$ cat config.mk
export PLATFORM = sky130hd
export DESIGN_NAME = sample_stream_player_flat
export DESIGN_NICKNAME = d
export VERILOG_FILES = /design/src/rtl/sample_stream_player_if.sv /design/src/rtl/sample_stream_player.sv /design/src/flat_wrapper.sv
export SDC_FILE = /design/constraint.sdc
export NUM_CORES = 1
export LEC_CHECK = 0
export CORE_MARGIN = 2
export CORE_UTILIZATION = 60
export DETAILED_ROUTE_END_ITERATION = 8
export MAX_ROUTING_LAYER = met4
export PLACE_DENSITY = 0.79
export SLEW_MARGIN = 20
export SYNTH_ARGS = -nofsm -noshare
export SYNTH_HDL_FRONTEND = slang
export SYNTH_SLANG_ARGS = --single-unit
$ cat constraint.sdc
create_clock -name clk -period 9.4 [get_ports clk]
set_input_delay 1.88 -clock clk [delete_from_list [all_inputs] [get_ports clk]]
set_output_delay 1.88 -clock clk [all_outputs]
set_load 0.05 [all_outputs]
$ cat src/rtl/sample_stream_player_if.sv
// -----------------------------------------------------------------------------
// sample_stream_player_if
// Handshake bundle for sample_stream_player: the load stream into the buffer
// and the playback stream out to the datapath.
//   load_valid / load_data / load_ready : host -> buffer word transfer
//   out_valid  / out_data  / out_ready  : buffer -> datapath sample transfer
// master: the host/datapath side (drives load_* and out_ready)
// slave : the player (drives load_ready and out_*)
// -----------------------------------------------------------------------------
interface sample_stream_player_if #(
    parameter int WIDTH = 32
);
    logic             load_valid;
    logic [WIDTH-1:0] load_data;
    logic             load_ready;
    logic             out_valid;
    logic [WIDTH-1:0] out_data;
    logic             out_ready;

    modport master (
        output load_valid, load_data, out_ready,
        input  load_ready, out_valid, out_data
    );

    modport slave (
        input  load_valid, load_data, out_ready,
        output load_ready, out_valid, out_data
    );
endinterface

$ cat src/rtl/sample_stream_player.sv
// -----------------------------------------------------------------------------
// sample_stream_player
// Stores up to DEPTH sample words loaded by the host, then replays them in
// load order over a valid/ready stream, once or looped, with abort (stop)
// and a sticky overflow flag for loads attempted while full.
// Ports:
//   clk, rst           : clock, synchronous active-high reset
//   bus (slave)        : load_valid/load_data/load_ready, out_valid/out_data/out_ready
//   clear              : empty buffer and clear overflow (IDLE only)
//   start, loop_en     : begin playback (IDLE only); loop_en latched at start
//   stop               : abort playback
//   busy               : high while playing
//   done               : one-cycle pulse after the last transfer of a one-shot pass
//   count              : words stored (0..DEPTH)
//   pass_cnt           : completed passes of the current/last playback
//   overflow           : sticky, load attempted while full
// -----------------------------------------------------------------------------
module sample_stream_player #(
    parameter int WIDTH = 32,
    parameter int DEPTH = 16,
    parameter int CW    = $clog2(DEPTH) + 1
) (
    input  logic                   clk,
    input  logic                   rst,
    sample_stream_player_if.slave  bus,
    input  logic                   clear,
    input  logic                   start,
    input  logic                   loop_en,
    input  logic                   stop,
    output logic                   busy,
    output logic                   done,
    output logic [CW-1:0]          count,
    output logic [15:0]            pass_cnt,
    output logic                   overflow
);
    localparam int            AW   = CW - 1;
    localparam logic [CW-1:0] FULL = CW'(DEPTH);

    typedef enum logic {
        S_IDLE,
        S_PLAY
    } state_t;

    state_t           r_state;
    logic [WIDTH-1:0] r_mem [DEPTH];
    logic [CW-1:0]    r_count;
    logic [AW-1:0]    r_rd_ptr;
    logic [15:0]      r_pass_cnt;
    logic             r_overflow;
    logic             r_done;
    logic             r_loop;

    logic w_full;
    logic w_load_fire;
    logic w_xfer;
    logic w_last;

    assign w_full      = (r_count == FULL);
    // clear has priority over a same-cycle load
    assign w_load_fire = (r_state == S_IDLE) && !clear && bus.load_valid && !w_full;
    // out_valid is exactly "in PLAY", so a transfer is PLAY & out_ready
    assign w_xfer      = (r_state == S_PLAY) && bus.out_ready;
    assign w_last      = ({1'b0, r_rd_ptr} == (r_count - 1'b1));

    // Sample storage: written only in IDLE; contents survive clear and reset.
    always_ff @(posedge clk) begin
        if (w_load_fire) begin
            r_mem[r_count[AW-1:0]] <= bus.load_data;
        end
    end

    always_ff @(posedge clk) begin
        if (rst) begin
            r_state    <= S_IDLE;
            r_count    <= '0;
            r_rd_ptr   <= '0;
            r_pass_cnt <= '0;
            r_overflow <= 1'b0;
            r_done     <= 1'b0;
            r_loop     <= 1'b0;
        end else begin
            r_done <= 1'b0;
            case (r_state)
                S_IDLE: begin
                    if (clear) begin
                        r_count    <= '0;
                        r_overflow <= 1'b0;
                    end else begin
                        if (w_load_fire) begin
                            r_count <= r_count + 1'b1;
                        end
                        if (bus.load_valid && w_full) begin
                            r_overflow <= 1'b1;
                        end
                        // a word loaded this same cycle makes an empty buffer playable
                        if (start && ((r_count != '0) || w_load_fire)) begin
                            r_state    <= S_PLAY;
                            r_rd_ptr   <= '0;
                            r_pass_cnt <= '0;
                            r_loop     <= loop_en;
                        end
                    end
                end
                S_PLAY: begin
                    if (w_xfer) begin
                        if (w_last) begin
                            r_pass_cnt <= r_pass_cnt + 1'b1;
                            r_rd_ptr   <= '0;
                            if (!r_loop) begin
                                r_state <= S_IDLE;
                                r_done  <= !stop;
                            end
                        end else begin
                            r_rd_ptr <= r_rd_ptr + 1'b1;
                        end
                    end
                    if (stop) begin
                        r_state <= S_IDLE;
                    end
                end
            endcase
        end
    end

    assign bus.load_ready = (r_state == S_IDLE) && !w_full;
    assign bus.out_valid  = (r_state == S_PLAY);
    assign bus.out_data   = r_mem[r_rd_ptr];
    assign busy           = (r_state == S_PLAY);
    assign done           = r_done;
    assign count          = r_count;
    assign pass_cnt       = r_pass_cnt;
    assign overflow       = r_overflow;
endmodule

$ cat src/flat_wrapper.sv
// flat-port wrapper written by rule: the top's interface ports become plain ports
module sample_stream_player_flat 
#(
    parameter int WIDTH = 32,
    parameter int DEPTH = 16,
    parameter int CW    = $clog2(DEPTH) + 1
)
  (clk, rst, clear, start, loop_en, stop, busy, done, count, pass_cnt, overflow, bus_load_valid, bus_load_data, bus_out_ready, bus_load_ready, bus_out_valid, bus_out_data);
  sample_stream_player_if #(.WIDTH(WIDTH)) bus_i ();
  input  logic clk;
  input  logic rst;
  input  logic clear;
  input  logic start;
  input  logic loop_en;
  input  logic stop;
  output logic busy;
  output logic done;
  output logic [CW-1:0] count;
  output logic [15:0] pass_cnt;
  output logic overflow;
  input wire logic [$bits(bus_i.load_valid)-1:0] bus_load_valid;
  input wire logic [$bits(bus_i.load_data)-1:0] bus_load_data;
  input wire logic [$bits(bus_i.out_ready)-1:0] bus_out_ready;
  output wire logic [$bits(bus_i.load_ready)-1:0] bus_load_ready;
  output wire logic [$bits(bus_i.out_valid)-1:0] bus_out_valid;
  output wire logic [$bits(bus_i.out_data)-1:0] bus_out_data;
  assign bus_i.load_valid = bus_load_valid;
  assign bus_i.load_data = bus_load_data;
  assign bus_i.out_ready = bus_out_ready;
  assign bus_load_ready = bus_i.load_ready;
  assign bus_out_valid = bus_i.out_valid;
  assign bus_out_data = bus_i.out_data;
  sample_stream_player #(.WIDTH(WIDTH), .DEPTH(DEPTH), .CW(CW)) u_core (.clk(clk), .rst(rst), .bus(bus_i), .clear(clear), .start(start), .loop_en(loop_en), .stop(stop), .busy(busy), .done(done), .count(count), .pass_cnt(pass_cnt), .overflow(overflow));
endmodule
# == Word level (Yosys, flattened, before mapping) ==
# Memory sizes are Yosys's and may differ from the RTL's. A register that Yosys moved wholly into a read port is not among the register bits.
# Index checks and enable logic that the tools add are counted.
# classes
addsub,4
eq_ne,6
mux,25
bitwise_logic,4
n_reduce_logical,20
# ops
operator,n
16-bit two-way mux,4
16-bit one-hot mux with 2 select lines,1
4-bit two-way mux,6
"16-bit by 1-bit adder with 16-bit output, second input constant",1
1-bit two-way mux,10
5-bit two-way mux,2
"2-bit inequality test, second input constant",4
4-bit one-hot mux with 2 select lines,1
1-bit logical AND,7
3-bit AND reduction,2
"5-bit by 1-bit adder with 5-bit output, second input constant",1
4-bit by 5-bit equality test with 1-bit output,1
"5-bit equality test, second input constant",1
5-bit nonzero test,1
5-bit OR reduction,1
"5-bit by 1-bit subtractor with 5-bit output, second input constant",1
"4-bit by 1-bit adder with 4-bit output, second input constant",1
1-bit inverter,4
2-bit AND reduction,2
4-bit AND reduction,1
2-bit nonzero test,2
1-bit zero test,3
1-bit one-hot mux with 2 select lines,1
1-bit logical OR,1
# word_totals
reg_bits,29
mem_bits_rw,512
input_bits,40
output_inout_bits,58
mem_count,1
# mem_list
memory,depth,width,rd,rd_ports_with_merged_regs,write_ports,line,source
u_core.r_mem,16,32,1,1,1,sample_stream_player.sv:45,logic [WIDTH-1:0] r_mem [DEPTH];

# == Depth between registers and ports, before layout ==
# Gate-level depths: netlist (run 1).
# logic_depth
word_depth,11
ltp_mapped,8
ltp_nobuf,7

# == Least setup slack after synthesis (run 1) ==
# Ideal clock, no wire load.
# synth_path
kind,input-to-reg
start,input clear
end,memory u_core.r_mem[12][0] (enable)
setup_ps,421
arrival_time_ps,3968
slack_ps,5011
stages,5
n_path_buf,1
cell_sequence,nor2_1 > and3_1 > clkbuf_1 > nand3_1 > nor2_1
# synth_between
elab_chain_cells,6
# synth_rtl
item,line,source
from (decl),flat_wrapper.sv:12,input logic clear;
1-bit zero test,sample_stream_player.sv:60,assign w_load_fire = (r_state == S_IDLE) && !clear && bus.load_valid && !w_full;
1-bit logical AND (3 in a row),sample_stream_player.sv:60,
1-bit two-way mux,sample_stream_player.sv:67,if (w_load_fire) begin
1-bit two-way mux (not written as such),sample_stream_player.sv:68,r_mem[r_count[AW-1:0]] <= bus.load_data;
to (decl),sample_stream_player.sv:45,
# Every way passes these cells.

==> impl_metrics.ini, run 1 <==
[hold_path]
hold_depth = 1
worstHoldEndpoint = u_core.done$_SDFF_PP0_
hp-start = u_core.r_loop$_SDFFE_PP0P_
min_path_type = flop to flop

[sta]
setup_viol_count_final = 0
setup-tns-final_ps = 0
skew_ps = 12.0
hold_viol_final = 0
grt_setup_unrepaired = no
worst_pin_slew_ps = 1100
max-slew-margin-rel_pct = 26.2
post-route-period-util_pct = 65.4
period_minus_slack_ps = 6150
fin_ws_ps = 3250
drv_slew = 0
max_clock_freq_mhz = 163

[logic_synthesis]
ys_types = 55
synthesis.nets = 977
netlist_top_cells_count = edfxtp_1 (512), mux4_2 (160), dfxtp_1 (33)
synth_most_common_cell = edfxtp_1
ys.flop_type = edfxtp_1
synth-edff-count = 512
synth_area_leaders = edfxtp_1 (73%), mux4_2 (17%), dfxtp_1 (3.1%)
synth-async-reset-ratio_pct = 0
yosys_warnings = 0
synth_top_area_share_pct = 73.0
synth_area_mm2 = 0.0211
synthCells = 931
ys_ff_latch = 545
synth_area_per_cell_um2 = 22.6
yosysSeqAreaShare_pct = 76.1
synth_top_area_cell = edfxtp_1

[place]
place_inst = 1456
portBuffers = 97
place_congestion = 0.771
dpl.hpwl_mm = 21.5
pre_cts_ws_ps = 3890

[global_routing]
grt_pass1_wl_mm = 67.3
overflow = 0
grt_antenna_before_repair = 2
grt_start_max_net_pins = 100
grt_pass1_vias = 10600
grtUsageTotal_pct = 26.6

[route]
firstDrtPassIters = 5
drcViolationCount = 0
finalWirelength_mm = 45.5
ant_nets = 0
vias = 10100
wl_per_cell_um = 29.3
via_per_inst = 6.48
drtIter0Drc = 1164

[status]
outcome = completed

[clock_tree]
cts_tree = done
cts.clk_slew.worst_paths_ps = 60
clkSinkCount = 545
root_buffer = clkbuf_16
clk_latency_ps = 580
post_cts_buffers = 0
hold_buffers = 0
htreeDepth = 2
clock_path_buffers = 3
cts.repair.resized = 0
cts_buffers = 53

[die]
ios = 98
num_rows = 68
fp.coreArea_mm2 = 0.0345
die_w_um = 191
start_util_pct = 61.0
fp.dieArea_mm2 = 0.0366
die_y_um = 191

[finish]
nets = 1102
layout-drive-gt1-share_pct = 25.7
instances_no_fill = 1554
fillers = 2076
fin_util_pct = 70.2
syn2layout_area_growth_pct = 15.1

[setup_path]
worstPathRequired_ps = 7520
start_kind = flop
end_kind = primary output
rrSetupSlack_ps = 6120
crit_type = flop to primary output
cp_max_fo = 70
rr_endpoint = u_core.r_mem[15][14]$_DFFE_PP_
cp_data_arrival_time_ps = 4270
reg2reg_depth = 7
reg2reg_from = u_core.count[0]$_SDFFE_PP0P_

[power]
peakVddDrop_v = 0.000184
power.total_w = 0.00498
powerDensity_mw_per_mm2 = 206
p_leak_nw = 7.42

[job]
maxCapViolCount = 0
[worst max-delay path, stage by stage, from the launching register on]
cell,delay (ps)
dfxtp_4,1030
buf_4,830
mux4_2,440
mux4_2,550
clkdlybuf4s50_1,740
[flip-flops by register name, summed over array words and instances, names as in the netlist, named ones only]
signal and count:
u_core.r_mem 512, u_core.pass_cnt 16, u_core.count 5, u_core.r_rd_ptr 4, u_core.bus.out_valid 1, u_core.done 1
u_core.overflow 1, u_core.r_loop 1
[stage by stage]
step / hold WS [ps] / cell area [µm²]
after floorplan: 420 / 21100
after global placement: 433 / 22600
after detailed placement: 438 / 22600
after CTS: 446 / 24200
after global routing: 483 / 24200
final: 448 / 24200
[kinds of logic after synthesis]
logic type,Yosys count,share of synthesized area [%]
and+or+nand+nor,106,2.82
DFF,545,76.1
adders and majority gates,6,0.356
xor gates and xnor gates,12,0.600
AOI/OAI and AO/OA,34,1.21
buffers and inverters,57,1.24
muxes,171,17.6
[layout make-up]
cell class                      instances  area (µm²)  share of cell area (%)
Antenna cell                            2        5.00                  0.0206
Clock buffer                           62        1380                    5.70
Clock inverter                         34         254                    1.05
Inverter                                9        33.8                   0.139
Multi-Input combinational cell        329        4820                    19.9
Sequential cell                       545       16000                    66.2
Tap cell                              455         569                    2.35
Timing Repair Buffer                  118        1140                    4.71
[power breakdown]
| part | internal [W] | switching [W] | total [W] |
|---|---|---|---|
| clock network | 0.00113 | 0.000883 | 0.00201 |
| registers | 0.00267 | 0.0000159 | 0.00268 |
| logic | 0.000129 | 0.000159 | 0.000288 |
| total | 0.00393 | 0.00106 | 0.00498 |
[worst max path at each step]
| stage | start | to | slack (ps) |
|---|---|---|---|
| global placement | flop | bus_out_data[4] | 3890 |
| detailed placement | flop | bus_out_data[0] | 3890 |
| floorplan | clear | u_core.r_mem[12][0]$_DFFE_PP_ | 5010 |
| CTS | flop | bus_out_data[0] | 3240 |
| global route | flop | bus_out_data[0] | 3120 |
| finish | flop | bus_out_data[0] | 3250 |
[cells in the final DEF, fill, tap and decap left out, types with 2 or more instances in the layout]
| master | instances |
|---|---|
| and2_2 | 8 |
| o211ai_1 | 5 |
| clkbuf_16 | 54 |
| clkdlybuf4s50_1 | 97 |
| ha_1 | 6 |
| a21oi_1 | 13 |
| nand4_1 | 2 |
| and3b_1 | 2 |
| and4_1 | 2 |
| clkbuf_1 | 8 |
| nand3_1 | 8 |
| mux4_2 | 160 |
| dfxtp_2 | 2 |
| xor2_1 | 3 |
| nand2_1 | 23 |
| inv_1 | 9 |
| nor3_1 | 11 |
| diode_2 | 2 |
| dfxtp_1 | 29 |
| edfxtp_1 | 512 |
| clkinv_2 | 12 |
| and2_1 | 4 |
| nor2_1 | 9 |
| dfxtp_4 | 2 |
| mux2i_1 | 11 |
| and3_1 | 3 |
| xnor2_1 | 7 |
| nor2_4 | 5 |
| bufinv_16 | 3 |
| nor4_1 | 2 |
| clkinv_1 | 16 |
| buf_4 | 20 |
| and3_2 | 3 |
| or3_1 | 13 |
[metal layers]
| layer | share of wire, % | wire length (µm) | GRT usage [%] | vias to the layer above |
|---|---|---|---|---|
| met5 | 0 | 0 | - | - |
| met4 | 1.9 | 870 | 7.37 | 0 |
| met3 | 7.8 | 3550 | 4.96 | 64 |
| met2 | 51 | 23400 | 42.2 | 506 |
| met1 | 39 | 17700 | 36.3 | 5303 |
| li1 | - | - | - | 4193 |
Note: power is estimated with default switching activity, not from simulation.
==> inputs of run 2 (changes only) <==
--- a/config.mk
+++ b/config.mk
@@ -6,10 +6,10 @@
 export NUM_CORES = 1
 export LEC_CHECK = 0
 export CORE_MARGIN = 2
-export CORE_UTILIZATION = 60
+export CORE_UTILIZATION = 54
 export DETAILED_ROUTE_END_ITERATION = 8
 export MAX_ROUTING_LAYER = met4
-export PLACE_DENSITY = 0.79
+export PLACE_DENSITY = 0.75
 export SLEW_MARGIN = 20
 export SYNTH_ARGS = -nofsm -noshare
 export SYNTH_HDL_FRONTEND = slang
==> constraint.sdc (replaced) <==
create_clock -name clk -period 5.3 [get_ports clk]
set_input_delay 1.06 -clock clk [delete_from_list [all_inputs] [get_ports clk]]
set_output_delay 1.06 -clock clk [all_outputs]
set_load 0.05 [all_outputs]
==> run 2 against run 1 <==
Setup slack lost 2500 ps; die area is 11% higher; critical endpoint is now bus_out_data[3]; largest power group unchanged; critical path type unchanged; largest cell class unchanged; combinational power is 80% higher; hold slack better by 7.6 ps; count of clock-buffer cells in the layout rose by 5; first-iteration DRC count shrank 13%.
==> impl_metrics.ini, run 2 (synthesis results as in run 1) <==
[clock_tree]
cts.clk_slew.worst_paths_ps = 60
cts.repair.resized = 0
root_buffer = clkbuf_16
clkSinkCount = 545
htreeDepth = 2
cts_buffers = 53
clock_path_buffers = 3
cts_tree = done
post_cts_buffers = 0
clk_latency_ps = 590
hold_buffers = 0

[place]
place_area_mm2 = 0.0228
portBuffers = 97
dpl.hpwl_mm = 24.3
place_congestion = 0.774

[setup_path]
end_kind = primary output
start_kind = flop
cp_max_fo = 46
cp_data_arrival_time_ps = 3530
rrSetupSlack_ps = 1940
crit_type = flop to primary output
worstPathRequired_ps = 4240

[finish]
syn2layout_area_growth_pct = 16.2
fillers = 2641
layout-drive-gt1-share_pct = 26.0
final_cell_mix = edfxtp_1 (512), mux4_2 (160), clkdlybuf4s50_1 (97)
stdcell_area_mm2 = 0.0245
mostFrequentLayoutCell = edfxtp_1
nets = 1110
largest_register_ffs = 512

[sta]
grt_setup_unrepaired = no
hold_viol_final = 0
max_clock_freq_mhz = 218
max-slew-margin-rel_pct = 32.9
skew_ps = 20.2
drv_slew = 0
post-route-period-util_pct = 86.6
period_minus_slack_ps = 4590
setup_viol_count_final = 0
setup-tns-final_ps = 0
worst_pin_slew_ps = 1000

[die]
num_rows = 72
start_util_pct = 54.6
fp.coreArea_mm2 = 0.0386
fp.dieArea_mm2 = 0.0406
die_y_um = 201
die_w_um = 201
ios = 98

[route]
via_per_inst = 6.10
finalWirelength_mm = 43.3
firstDrtPassIters = 7
drtIter0Drc = 1008
ant_nets = 0
drcViolationCount = 0
vias = 9912
wl_per_cell_um = 26.6

[global_routing]
grt_antenna_before_repair = 2
grt_pass1_wl_mm = 65.1
grt_pass1_vias = 10300
grt_start_max_net_pins = 64
grtUsageTotal_pct = 22.5
overflow = 0

[power]
peakVddDrop_v = 0.000254
powerDensity_mw_per_mm2 = 365
p_leak_nw = 7.50

[job]
maxCapViolCount = 0

[status]
outcome = completed

[hold_path]
min_path_type = flop to flop
run 2: cell types whose count changed in the layout (fill, tap and decap cells not counted), moves of 2 or more:
| cell | delta |
|---|---|
| buf_12 | +2 |
| clkbuf_1 | +4 |
| bufinv_16 | +2 |
| buf_4 | +6 |
| clkinv_2 | -4 |
run 2: final timing paths:
path | cells after the start | endpoint | start
min reg2reg | 1 | u_core.done$_SDFF_PP0_ | u_core.r_loop$_SDFFE_PP0P_
max reg2reg | 7 | u_core.r_mem[14][16]$_DFFE_PP_ | u_core.count[0]$_SDFFE_PP0P_
min | 1 | u_core.done$_SDFF_PP0_ | u_core.r_loop$_SDFFE_PP0P_
max | 4 | bus_out_data[3] | flop
run 2: power by group:
group	switching, W	total, W	internal (W)	leakage, nW
logic	0.000286	0.000519	0.000233	1.80
registers	0.0000224	0.00475	0.00473	4.88
clock network	0.00154	0.00367	0.00213	0.822
run 2: critical path, stage by stage (launching register included):
cell and delay [ps]:
dfxtp_4 690, buf_12 400, mux4_2 560, mux4_2 530, clkdlybuf4s50_1 740
run 2: stage by stage:
| stage | setup slack [ps] | instances | power [W] | hold slack (ps) | util (%) |
|---|---|---|---|---|---|
| finish | 712 | 1626 | 0.00894 | 456 | 63.5 |
| global route | 532 | 1626 | 0.00918 | 469 | 63.5 |
| CTS | 626 | 1624 | 0.00900 | 459 | 63.4 |
| detailed placement | 1250 | 1527 | 0.00537 | 450 | 59.1 |
| global placement | 1260 | 1527 | 0.00536 | 438 | 59.1 |
| floorplan | 1690 | 931 | 0.00517 | 420 | - |
run 2: area by class of cell:
cell class / instances / area, µm² / area share, %
clock buffers: 67 / 1420 / 5.81
flip-flops and latches: 545 / 16000 / 65.6
clock inverters: 30 / 263 / 1.07
inverters: 9 / 33.8 / 0.138
multi-input cells: 329 / 4820 / 19.7
repair buffers: 126 / 1230 / 5.01
well taps: 518 / 648 / 2.65
diodes: 2 / 5.00 / 0.0205
run 2: metal layers:
layer  global-route usage, %  routed length, µm  up-vias
li1                        -                  -     4210
met1                    31.5              18000     5312
met2                    35.5              21800      338
met3                    3.64               2780       52
met4                    4.78                620        0
met5                       -                  0        -
